**src/rtl/car_lane_driver_if.sv**
```systemverilog
// car_lane_driver_if
//   Groups the road-control inputs and the per-lane position outputs of
//   car_lane_driver. The clock and reset are kept as plain module ports.
//   Signals:
//     RUN        game controller -> driver : 1 = cars move, 0 = road frozen
//     level      game controller -> driver : difficulty 0..3
//     car_x1..8  driver -> consumer        : registered lane x positions
//     car_step   driver -> consumer        : bit k-1 pulses when lane k moves
//   Modports:
//     master : the game controller / collision stage side
//     slave  : the lane driver itself
interface car_lane_driver_if;
  logic       RUN;
  logic [1:0] level;
  logic [9:0] car_x1;
  logic [9:0] car_x2;
  logic [9:0] car_x3;
  logic [9:0] car_x4;
  logic [9:0] car_x5;
  logic [9:0] car_x6;
  logic [9:0] car_x7;
  logic [9:0] car_x8;
  logic [7:0] car_step;

  modport master (
    output RUN, level,
    input  car_x1, car_x2, car_x3, car_x4,
    input  car_x5, car_x6, car_x7, car_x8,
    input  car_step
  );

  modport slave (
    input  RUN, level,
    output car_x1, car_x2, car_x3, car_x4,
    output car_x5, car_x6, car_x7, car_x8,
    output car_step
  );
endinterface

```
**src/rtl/car_lane_driver.sv**
```systemverilog
// car_lane_driver
//   Generates the horizontal positions of the eight road cars. Every lane has
//   its own prescaler; when it reaches its terminal count the lane moves STEP
//   pixels (odd lanes right, even lanes left), wrapping modulo H_DISPLAY.
//   Lane period = (BASE_PERIOD * M_k) >> level with M = {1,2,3,4,1,2,3,4}.
//   Ports:
//     CLK  in  system clock
//     RST  in  synchronous reset, active-high
//     bus  car_lane_driver_if.slave (RUN, level in; car_x1..8, car_step out)
//   All outputs are registered; there is no input-to-output combinational path.
module car_lane_driver #(
  parameter int H_DISPLAY    = 640,
  parameter int STEP         = 4,
  parameter int BASE_PERIOD  = 400000,
  parameter int INIT_SPACING = 80
) (
  input  logic               CLK,
  input  logic               RST,
  car_lane_driver_if.slave   bus
);

  localparam int          NUM_LANES = 8;
  localparam logic [31:0] BASE_W    = 32'(BASE_PERIOD);
  localparam logic [10:0] H_W       = 11'(H_DISPLAY);
  localparam logic [10:0] STEP_W    = 11'(STEP);

  logic [9:0]  pos_q    [NUM_LANES];
  logic [31:0] cnt_q    [NUM_LANES];
  logic [7:0]  step_q;

  logic [31:0] limit    [NUM_LANES];
  logic [9:0]  next_pos [NUM_LANES];
  logic [7:0]  hit;

  // Terminal counts, next positions and terminal-count hits, all from the
  // live level so a level change takes effect on the very next edge.
  always_comb begin
    logic [31:0] period;
    logic [10:0] x_ext;
    logic [10:0] sum;
    period = '0;
    x_ext  = '0;
    sum    = '0;
    hit    = '0;
    for (int k = 0; k < NUM_LANES; k++) begin
      limit[k]    = '0;
      next_pos[k] = '0;
    end

    for (int k = 0; k < NUM_LANES; k++) begin
      period = (BASE_W * 32'((k % 4) + 1)) >> bus.level;
      // A shifted-to-zero period would underflow; treat it as "step every edge".
      limit[k] = (period == '0) ? '0 : period - 32'd1;
      // >= so that a level increase past the current count steps immediately.
      hit[k]   = (cnt_q[k] >= limit[k]);

      x_ext = {1'b0, pos_q[k]};
      if ((k % 2) == 0) begin
        sum         = x_ext + STEP_W;
        next_pos[k] = 10'((sum >= H_W) ? sum - H_W : sum);
      end else begin
        next_pos[k] = 10'((x_ext < STEP_W) ? x_ext + H_W - STEP_W
                                           : x_ext - STEP_W);
      end
    end
  end

  always_ff @(posedge CLK) begin
    if (RST) begin
      for (int k = 0; k < NUM_LANES; k++) begin
        pos_q[k] <= 10'(k * INIT_SPACING);
        cnt_q[k] <= '0;
      end
      step_q <= '0;
    end else if (!bus.RUN) begin
      step_q <= '0;
    end else begin
      for (int k = 0; k < NUM_LANES; k++) begin
        if (hit[k]) begin
          cnt_q[k] <= '0;
          pos_q[k] <= next_pos[k];
        end else begin
          cnt_q[k] <= cnt_q[k] + 32'd1;
        end
      end
      step_q <= hit;
    end
  end

  assign bus.car_x1   = pos_q[0];
  assign bus.car_x2   = pos_q[1];
  assign bus.car_x3   = pos_q[2];
  assign bus.car_x4   = pos_q[3];
  assign bus.car_x5   = pos_q[4];
  assign bus.car_x6   = pos_q[5];
  assign bus.car_x7   = pos_q[6];
  assign bus.car_x8   = pos_q[7];
  assign bus.car_step = step_q;

endmodule

```
**src/flat_wrapper.sv**
```systemverilog
// flat-port wrapper written by rule: the top's interface ports become plain ports
module car_lane_driver_flat 
#(
  parameter int H_DISPLAY    = 640,
  parameter int STEP         = 4,
  parameter int BASE_PERIOD  = 400000,
  parameter int INIT_SPACING = 80
)
  (CLK, RST, bus_RUN, bus_level, bus_car_x1, bus_car_x2, bus_car_x3, bus_car_x4, bus_car_x5, bus_car_x6, bus_car_x7, bus_car_x8, bus_car_step);
  car_lane_driver_if bus_i ();
  input  logic CLK;
  input  logic RST;
  input wire logic [$bits(bus_i.RUN)-1:0] bus_RUN;
  input wire logic [$bits(bus_i.level)-1:0] bus_level;
  output wire logic [$bits(bus_i.car_x1)-1:0] bus_car_x1;
  output wire logic [$bits(bus_i.car_x2)-1:0] bus_car_x2;
  output wire logic [$bits(bus_i.car_x3)-1:0] bus_car_x3;
  output wire logic [$bits(bus_i.car_x4)-1:0] bus_car_x4;
  output wire logic [$bits(bus_i.car_x5)-1:0] bus_car_x5;
  output wire logic [$bits(bus_i.car_x6)-1:0] bus_car_x6;
  output wire logic [$bits(bus_i.car_x7)-1:0] bus_car_x7;
  output wire logic [$bits(bus_i.car_x8)-1:0] bus_car_x8;
  output wire logic [$bits(bus_i.car_step)-1:0] bus_car_step;
  assign bus_i.RUN = bus_RUN;
  assign bus_i.level = bus_level;
  assign bus_car_x1 = bus_i.car_x1;
  assign bus_car_x2 = bus_i.car_x2;
  assign bus_car_x3 = bus_i.car_x3;
  assign bus_car_x4 = bus_i.car_x4;
  assign bus_car_x5 = bus_i.car_x5;
  assign bus_car_x6 = bus_i.car_x6;
  assign bus_car_x7 = bus_i.car_x7;
  assign bus_car_x8 = bus_i.car_x8;
  assign bus_car_step = bus_i.car_step;
  car_lane_driver #(.H_DISPLAY(H_DISPLAY), .STEP(STEP), .BASE_PERIOD(BASE_PERIOD), .INIT_SPACING(INIT_SPACING)) u_core (.CLK(CLK), .RST(RST), .bus(bus_i));
endmodule
```
**config.mk**
```make
export PLATFORM = sky130hd
export DESIGN_NAME = car_lane_driver_flat
export DESIGN_NICKNAME = d
export VERILOG_FILES = /design/src/rtl/car_lane_driver_if.sv /design/src/rtl/car_lane_driver.sv /design/src/flat_wrapper.sv
export SDC_FILE = /design/constraint.sdc
export NUM_CORES = 1
export LEC_CHECK = 0
export BUFFER_PORTS_ARGS = -buffer_cell sky130_fd_sc_hd__buf_2
export CORE_MARGIN = 2
export CORE_UTILIZATION = 35
export DETAILED_ROUTE_END_ITERATION = 10
export PLACE_DENSITY_LB_ADDON = 0.15
export SLEW_MARGIN = 20
export SYNTH_ARGS = -nofsm -noshare
export SYNTH_HDL_FRONTEND = slang
export SYNTH_SLANG_ARGS = --single-unit
export TNS_END_PERCENT = 5
```
**constraint.sdc**
```tcl
create_clock -name CLK -period 20.3 [get_ports CLK]
set_input_delay 2.03 -clock CLK [delete_from_list [all_inputs] [get_ports CLK]]
set_output_delay 2.03 -clock CLK [all_outputs]
set_load 0.1 [all_outputs]
```
==> qor.yml, run 1 <==
status: "complete, no violations"
period_share: 0.355
synthSimpleGateAreaFrac: 0.210
synth-xor-area-share: 0.103
cells_on_worst_reg2reg_path: 7
grt_util_all_layers: 0.166
wp_data_arrival_ns: 7.63
power.density_nw_per_um2: 72.2
finalSetupViolCount: 0
vias: 17796
tritoncts: "built"
gpl.final_weighted_congestion: 0.810
drt_first_pass_iters: 5
cts_inserted_buffers: 43
fp.coreArea_um2: 66900
die-area_um2: 69500
setup_tns_ns: 0
buffer_depth_of_the_longest_clock_path: 3
cellLeakagePower_uw: 0.0109
hold_path_class: "reg2reg"
synth.distinct_cells: 75
placement.io_buffers: 84
detail_route.vias_per_cell: 5.23
tritoncts_num_sinks: 336
criticalPathCategory: "in2reg"
layout.cells.most_common_list: "328 x sky130_fd_sc_hd__edfxtp_1, 298 x sky130_fd_sc_hd__nor2_1, 280 x sky130_fd_sc_hd__ha_1"
post_synth_fa_ha_maj_area_fraction: 0.148
clock_latency_ns: 0.57
synth_compound_area_frac: 0.0879
route.antenna.remaining_nets: 0
syn_area_per_cell_um2: 10.2
slew_at_the_pin_closest_to_its_max_slew_limit_ns: 1.01
synth_top_family_by_area: "simple AND/OR/NAND/NOR gates"
clk_transition_reported_paths_ns: 0.06
holdCritStartpoint: "u_core.cnt_q[2][0]"
worst_hold_path.num_cells: 1
post_synth_inst_count: 2318
nets: 2779
predominant_post_synthesis_flop_cell: "sky130_fd_sc_hd__edfxtp_1"
layout-drive-gt1-share: 0.0760
hold_viol: 0
unrepaired_setup_endpoints_after_global_routing: "false"
totalWireLength_mm: 57.5
synth.yosys.seq_area_share: 0.424
layout.area.seq_um2: 10000
vdd_drop_max_mv: 0.0486
post_cts_hold_buffer_count: 0
die_w_um: 264
reg2reg_setup_slack_ns: 16.96
buffer_type_at_the_clock_tree_root: "sky130_fd_sc_hd__clkbuf_16"
synth-edff-count: 328
vias_in_the_first_global_route: 17701
io-pin-count: 93
cts-resized-gates: 0
r2r_end: "u_core.pos_q[0][59]"
end_kind: "register"
timing.max_cap.violations: 0
synth_mux_area_frac: 0.000848
dp_hpwl_mm: 41.0
fmax_mhz: 139
wire_length_of_the_first_global_routing_pass_mm: 94.5
worst_ep_required_time_ns: 20.72
layout.cells.most_common: "sky130_fd_sc_hd__edfxtp_1"
grt.overflow.total: 0
ys_async_sr_fraction: 0
layout-area-overhead-vs-synth_pct: 12.9
drc_errors: 0
path_max_fanout: 25
antenna_violations_before_repair: 1
critical_path.reg2reg.startpoint: "u_core.cnt_q[5][13]"
multiInputGateArea_um2: 13400
synth_warnings: 0
timing.max_slew.rel_slack: 0.326
drt_iter0_markers: 1028
cts_max_level: 2
placementRows: 95
floorplan.die.height_um: 264
min_period_ns: 7.22
post-cts-setup-buffer-count: 0
start_util: 0.353
finalNonFillerCells: 3401
post_synthesis_register_bit_count: 336
crit_path_start_kind: "input pin"
detail_route.wl_per_cell_um: 16.9
maxSlewViolCount: 0
min_to: "u_core.cnt_q[2][0]"
skew_ns: 0.0217
dp.cells: 3322
maximum_number_of_pins_on_one_net_before_global_route_repair: 73
synth.cell_area_um2: 23600
layout_filler_cell_count: 6630
## metal layers
| layer | global-route usage | part of all wire | vias to the layer above |
|---|---|---|---|
| met2 | 0.276 | 0.46 | 236 |
| met1 | 0.224 | 0.48 | 8590 |
| met4 | 0.0456 | 0.022 | 0 |
| met5 | 0 | 0 | - |
| met3 | 0.0240 | 0.037 | 77 |
| li1 | - | - | 8893 |
## critical path, cell delays in order
cell	delay, ns
sky130_fd_sc_hd__buf_2	0.10
sky130_fd_sc_hd__buf_4	0.25
sky130_fd_sc_hd__inv_1	0.53
sky130_fd_sc_hd__ha_1	0.55
sky130_fd_sc_hd__inv_1	0.28
sky130_fd_sc_hd__nor2_1	0.19
sky130_fd_sc_hd__nand4_1	0.37
sky130_fd_sc_hd__inv_1	0.36
sky130_fd_sc_hd__nand3_1	0.30
sky130_fd_sc_hd__inv_1	0.37
sky130_fd_sc_hd__ha_1	0.30
sky130_fd_sc_hd__a2111oi_0	0.38
sky130_fd_sc_hd__o22ai_1	0.16
sky130_fd_sc_hd__o31ai_1	0.37
sky130_fd_sc_hd__nand3_1	0.52
sky130_fd_sc_hd__buf_4	0.40
sky130_fd_sc_hd__nor2_1	0.14
## worst max path at each step
stage	start	end	slack (ns)	depth (start not counted)
floorplan	RST	u_core.cnt_q[0][0]	11.54	4
global placement	bus_level[1]	u_core.cnt_q[7][17]	12.65	17
detailed placement	bus_level[1]	u_core.cnt_q[7][17]	12.41	17
CTS	bus_level[1]	u_core.cnt_q[7][17]	13.04	17
global route	bus_level[1]	u_core.cnt_q[7][17]	12.48	17
finish	bus_level[1]	u_core.cnt_q[7][17]	13.08	17
## stage by stage
stage | utilization | total power [uW] | worst slack [ns] | instance area [um2] | hold slack, ns
after floorplan | - | 1120 | 11.54 | 24000 | 0.574
after global placement | 0.378 | 1190 | 12.65 | 25300 | 0.600
after detailed placement | 0.378 | 1190 | 12.41 | 25300 | 0.603
after CTS | 0.398 | 1950 | 13.04 | 26600 | 0.612
after global routing | 0.398 | 2020 | 12.48 | 26600 | 0.655
final | 0.398 | 1920 | 13.08 | 26600 | 0.612
## power breakdown
group | total, uW | leakage (uW) | switching [uW] | internal [uW]
Combinational | 310 | 0.00660 | 215 | 95.2
Sequential | 869 | 0.00360 | 57.4 | 812
Clock | 744 | 0.000663 | 309 | 435
Total | 1920 | 0.0109 | 581 | 1340
## area by class of cell
type,count,share of cell area
Clock buffer,55,0.0428
Clock inverter,23,0.00742
Timing Repair Buffer,99,0.0200
Antenna cell,1,0.0000939
Multi-Input combinational cell,1943,0.503
Inverter,71,0.0100
Sequential cell,336,0.376
Tap cell,873,0.0410
## cell usage after synthesis (all sizes together) (63+ instances only)
library cell	number	area, um2
nand3	142	711
edfxtp	328	9850
nand2	131	492
and3	87	544
nand4	102	644
ha	280	3500
xnor2	113	990
nor3	80	405
a21oi	82	410
nor2	300	1130
inv	71	267
a21o	63	473
xor2	165	1450
## sequential cells by signal (all words and copies together) (netlist names)
name and count:
u_core.bus.car_step 8, u_core.cnt_q 256, u_core.pos_q 72
## kinds of logic after synthesis
logic type	count (synthesis)
adders and majority gates	280
DFF	336
AOI/OAI and AO/OA	306
and+or+nand+nor	975
xor gates and xnor gates	278
buffers and inverters	139
muxes	2
other	2
(Power assumes the default switching activity.)
==> inputs of run 2 (changes only) <==
clock period = 6.1 ns   (was 20.3 ns; I/O delays follow)
==> qor.yml, run 2 (synthesis gave the netlist of run 1 again) <==
vias: 17870
tritoncts: "built"
final.hold.worst_slack_ns: 0.523
die-area_um2: 69500
cts-resized-gates: 0
clock_latency_ns: 0.57
cts_inserted_buffers: 42
maximum_number_of_pins_on_one_net_before_global_route_repair: 109
route.antenna.remaining_nets: 0
io-pin-count: 93
vias_in_the_first_global_route: 17484
floorplan.die.height_um: 264
min_period_ns: 4.86
totalWireLength_mm: 59.0
placement.io_buffers: 84
placementRows: 95
hold_viol: 0
wire_length_of_the_first_global_routing_pass_mm: 95.2
layout_filler_cell_count: 6576
post-cts-setup-buffer-count: 0
grt_util_all_layers: 0.168
worst_hold_path.num_cells: 2
tritoncts_num_sinks: 336
detail_route.wl_per_cell_um: 17.3
fp.coreArea_um2: 66900
cellLeakagePower_uw: 0.0109
finalNonFillerCells: 3407
path_max_fanout: 22
layout.area.seq_um2: 10000
buffer_depth_of_the_longest_clock_path: 3
multiInputGateArea_um2: 13400
buffer_type_at_the_clock_tree_root: "sky130_fd_sc_hd__clkbuf_16"
criticalPathCategory: "in2reg"
clk_transition_reported_paths_ns: 0.06
finalSetupViolCount: 0
slew_at_the_pin_closest_to_its_max_slew_limit_ns: 0.996
drt_iter0_markers: 1030
status: "complete, no violations"
period_share: 0.797
timing.max_cap.violations: 0
layout.cells.most_common_list: "328 x sky130_fd_sc_hd__edfxtp_1, 298 x sky130_fd_sc_hd__nor2_1, 280 x sky130_fd_sc_hd__ha_1"
largest_register_ffs: 256
grt.overflow.total: 0
cts_max_level: 2
post_cts_hold_buffer_count: 0
timing.max_slew.rel_slack: 0.334
maxSlewViolCount: 0
drt_first_pass_iters: 4
hold_path_class: "in2reg"
nets: 2788
dpl-instance-area_um2: 25400
worst_ep_required_time_ns: 6.38
dp_hpwl_mm: 42.0
end_kind: "register"
skew_ns: 0.0190
cells_on_worst_reg2reg_path: 7
register_bank_with_the_most_flops: "u_core.cnt_q"
fmax_mhz: 206
power_uw: 6440
reg2reg_setup_slack_ns: 3.09
antenna_violations_before_repair: 0
drc_errors: 0
layout-area-overhead-vs-synth_pct: 13.2
unrepaired_setup_endpoints_after_global_routing: "false"
wp_data_arrival_ns: 5.14
antenna_cells_inserted: 0
crit_path_start_kind: "input pin"
start_util: 0.353
layout-drive-gt1-share: 0.0770
layout.cells.most_common: "sky130_fd_sc_hd__edfxtp_1"
vdd_drop_max_mv: 0.161
detail_route.vias_per_cell: 5.25
dp.cells: 3332
gpl.final_weighted_congestion: 0.827
postLayoutCellArea_um2: 26700
die_w_um: 264
power.density_nw_per_um2: 241
setup_tns_ns: 0
## run 2: where the power goes
part / internal, uW / total [uW] / leakage (uW) / switching (uW)
clock: 1480 / 2500 / 0.000650 / 1020
combinational: 322 / 1040 / 0.00664 / 720
sequential: 2700 / 2900 / 0.00360 / 194
## run 2: stage by stage
step           setup WS, ns   util
2_1_floorplan          1.35      -
3_3_place_gp          0.729  0.379
3_5_place_dp          0.534  0.379
4_1_cts                1.13  0.399
5_1_grt               0.892  0.399
6_report               1.24  0.399
## run 2: worst max-delay path, stage by stage
cell	delay [ns]
sky130_fd_sc_hd__buf_2	0.21
sky130_fd_sc_hd__inv_1	0.25
sky130_fd_sc_hd__ha_1	0.52
sky130_fd_sc_hd__inv_1	0.33
sky130_fd_sc_hd__nor2_1	0.20
sky130_fd_sc_hd__nand4_1	0.13
sky130_fd_sc_hd__inv_1	0.22
sky130_fd_sc_hd__nand3_1	0.29
sky130_fd_sc_hd__inv_1	0.37
sky130_fd_sc_hd__ha_1	0.24
sky130_fd_sc_hd__o21ai_0	0.08
sky130_fd_sc_hd__nor3_1	0.25
sky130_fd_sc_hd__a211oi_2	0.13
sky130_fd_sc_hd__o211ai_2	0.81
sky130_fd_sc_hd__buf_4	0.37
sky130_fd_sc_hd__nor3_1	0.09
## run 2: worst paths after layout
kind	startpoint	end
max	bus_level[1]	u_core.cnt_q[3][13]
min	RST	u_core.pos_q[0][72]
max reg2reg	u_core.cnt_q[3][27]	u_core.cnt_q[3][13]
min reg2reg	u_core.pos_q[0][12]	u_core.pos_q[0][12]
## run 2: layout make-up
class / instances / area share
clock inverters: 17 / 0.00689
flip-flops and latches: 336 / 0.375
clock buffers: 58 / 0.0431
multi-input cells: 1943 / 0.502
inverters: 71 / 0.00998
well taps: 873 / 0.0409
repair buffers: 109 / 0.0228
## run 2: layer usage
metal / global-route usage / vias up / wire, um
met3: 0.0219 / 69 / 1870
met1: 0.235 / 8648 / 29100
met4: 0.0443 / 0 / 1180
li1: - / 8909 / -
met2: 0.274 / 244 / 26900
met5: 0 / - / 0
==> inputs of run 3 (changes only) <==
clock period = 4.8 ns   (was 6.1 ns; I/O delays follow)
==> qor.yml, run 3 (synthesis gave the netlist of run 1 again) <==
layout.area.seq_um2: 10000
grt_util_all_layers: 0.168
timing.max_slew.rel_slack: 0.415
vias_in_the_first_global_route: 17868
power_report.internal_total_uw: 5670
antenna_cells_inserted: 0
drc_errors: 0
finalSetupViolCount: 0
start_util: 0.353
placement.io_buffers: 84
power.clock.fraction: 0.382
final_core_utilization: 0.402
skew_ns: 0.0206
end_kind: "register"
critical_path.slowest_cell: "sky130_fd_sc_hd__a2111oi_0"
layout.cells.most_common_list: "328 x sky130_fd_sc_hd__edfxtp_1, 298 x sky130_fd_sc_hd__nor2_1, 280 x sky130_fd_sc_hd__ha_1"
holdCritStartpoint: "RST"
layout-drive-gt1-share: 0.0842
vdd_drop_max_mv: 0.229
power.switching_uw: 2460
register_bank_with_the_most_flops: "u_core.cnt_q"
nets: 2810
hold_path_class: "in2reg"
die-area_um2: 69500
floorplan.die.height_um: 264
min_period_ns: 4.16
wp_data_arrival_ns: 4.39
slew_at_the_pin_closest_to_its_max_slew_limit_ns: 0.874
netSwitchingFraction: 0.302
layout_filler_cell_count: 6575
criticalPathCategory: "in2reg"
tritoncts_num_sinks: 336
layout-area-overhead-vs-synth_pct: 13.9
detail_route.vias_per_cell: 5.24
post-cts-setup-buffer-count: 0
grt.overflow.total: 0
power.density_nw_per_um2: 302
power.share.sequential: 0.453
period_share: 0.867
layout.cells.most_common: "sky130_fd_sc_hd__edfxtp_1"
detail_route.wl_per_cell_um: 16.9
power_uw: 8130
largest_register_ffs: 256
placementRows: 95
postLayoutCellArea_um2: 26900
clk_transition_reported_paths_ns: 0.06
fmax_mhz: 240
crit_buf_inv: 3
status: "complete, no violations"
setup_tns_ns: 0
hold_viol: 0
route.antenna.remaining_nets: 0
cts_inserted_buffers: 45
tritoncts: "built"
drt_iter0_markers: 869
critical_path.reg2reg.startpoint: "u_core.cnt_q[7][28]"
final.hold.worst_slack_ns: 0.369
cellLeakagePower_uw: 0.0110
fp.coreArea_um2: 66900
path_max_fanout: 9
max_stage_delay_ns: 0.63
drt_first_pass_iters: 5
cts-resized-gates: 0
cp-startpoint: "bus_level[0]"
timing.critical_path.cells: "buf_2 -> inv_1 -> ha_1 -> inv_1 -> ha_1 -> and3_1 -> nand3_1 -> nand2_1 -> nand2_1 -> ha_1 -> and4_1 -> nand4_1 -> a2111oi_0 -> o31ai_1 -> nand2_1 -> a21o_1"
io-pin-count: 93
timing.max_cap.violations: 0
dp_hpwl_mm: 41.6
post_cts_hold_buffer_count: 0
wire_length_of_the_first_global_routing_pass_mm: 95.7
totalWireLength_mm: 58.0
clock_latency_ns: 0.58
share_comb_of_total_power: 0.165
critical_path.top_delay_family: "simple AND/OR/NAND/NOR gates"
worst_ep_required_time_ns: 5.03
cts_max_level: 2
dpl-instance-area_um2: 25500
crit_path_start_kind: "input pin"
antenna_violations_before_repair: 1
unrepaired_setup_endpoints_after_global_routing: "false"
vias: 17963
multiInputGateArea_um2: 13400
gpl.final_weighted_congestion: 0.797
maxSlewViolCount: 0
buffer_type_at_the_clock_tree_root: "sky130_fd_sc_hd__clkbuf_16"
die_w_um: 264
maximum_number_of_pins_on_one_net_before_global_route_repair: 81
buffer_depth_of_the_longest_clock_path: 3
-- run 3: cell type report --
class                           count  area share
Clock inverter                     24     0.00503
Clock buffer                       52      0.0445
Timing Repair Buffer              128      0.0293
Inverter                           71     0.00991
Tap cell                          873      0.0406
Multi-Input combinational cell   1943       0.498
Sequential cell                   336       0.372
-- run 3: stage by stage --
step	instances	setup WS, ns
3_3_place_gp	3351	0.103
6_report	3427	0.639
5_1_grt	3427	0.295
4_1_cts	3427	0.625
3_5_place_dp	3351	0.00281
2_1_floorplan	2418	0.176
-- run 3: power groups by stage --
stage	Clock, uW	Combinational [uW]	Sequential [uW]
global placement	0	1320	3730
finish	3110	1340	3680
CTS	3220	1350	3680
global route	3350	1500	3710
detailed placement	0	1340	3730
floorplan	0	754	3950
-- run 3: per-layer routing --
metal / track usage / vias to the layer above / routed length (um)
li1: - / 8944 / -
met5: 0 / - / 13
met3: 0.0246 / 85 / 1880
met1: 0.227 / 8700 / 28200
met4: 0.0525 / 2 / 1570
met2: 0.276 / 232 / 26400
-- run 3: final timing paths --
| path | endpoint | slack [ns] | cells after the start |
|---|---|---|---|
| max | u_core.pos_q[0][79] | 0.64 | 16 |
| max reg2reg | u_core.pos_q[0][79] | 1.83 | 7 |
| min | u_core.pos_q[0][62] | 0.37 | 2 |
| min reg2reg | u_core.pos_q[0][31] | 0.61 | 1 |
-- run 3: worst register-to-register path: stages, from the launching register on --
cell,delay [ns]
sky130_fd_sc_hd__edfxtp_1,0.49
sky130_fd_sc_hd__ha_1,0.36
sky130_fd_sc_hd__and4_1,0.22
sky130_fd_sc_hd__nand4_1,0.15
sky130_fd_sc_hd__a2111oi_0,0.63
sky130_fd_sc_hd__o31ai_1,0.27
sky130_fd_sc_hd__nand2_1,0.18
sky130_fd_sc_hd__a21o_1,0.34
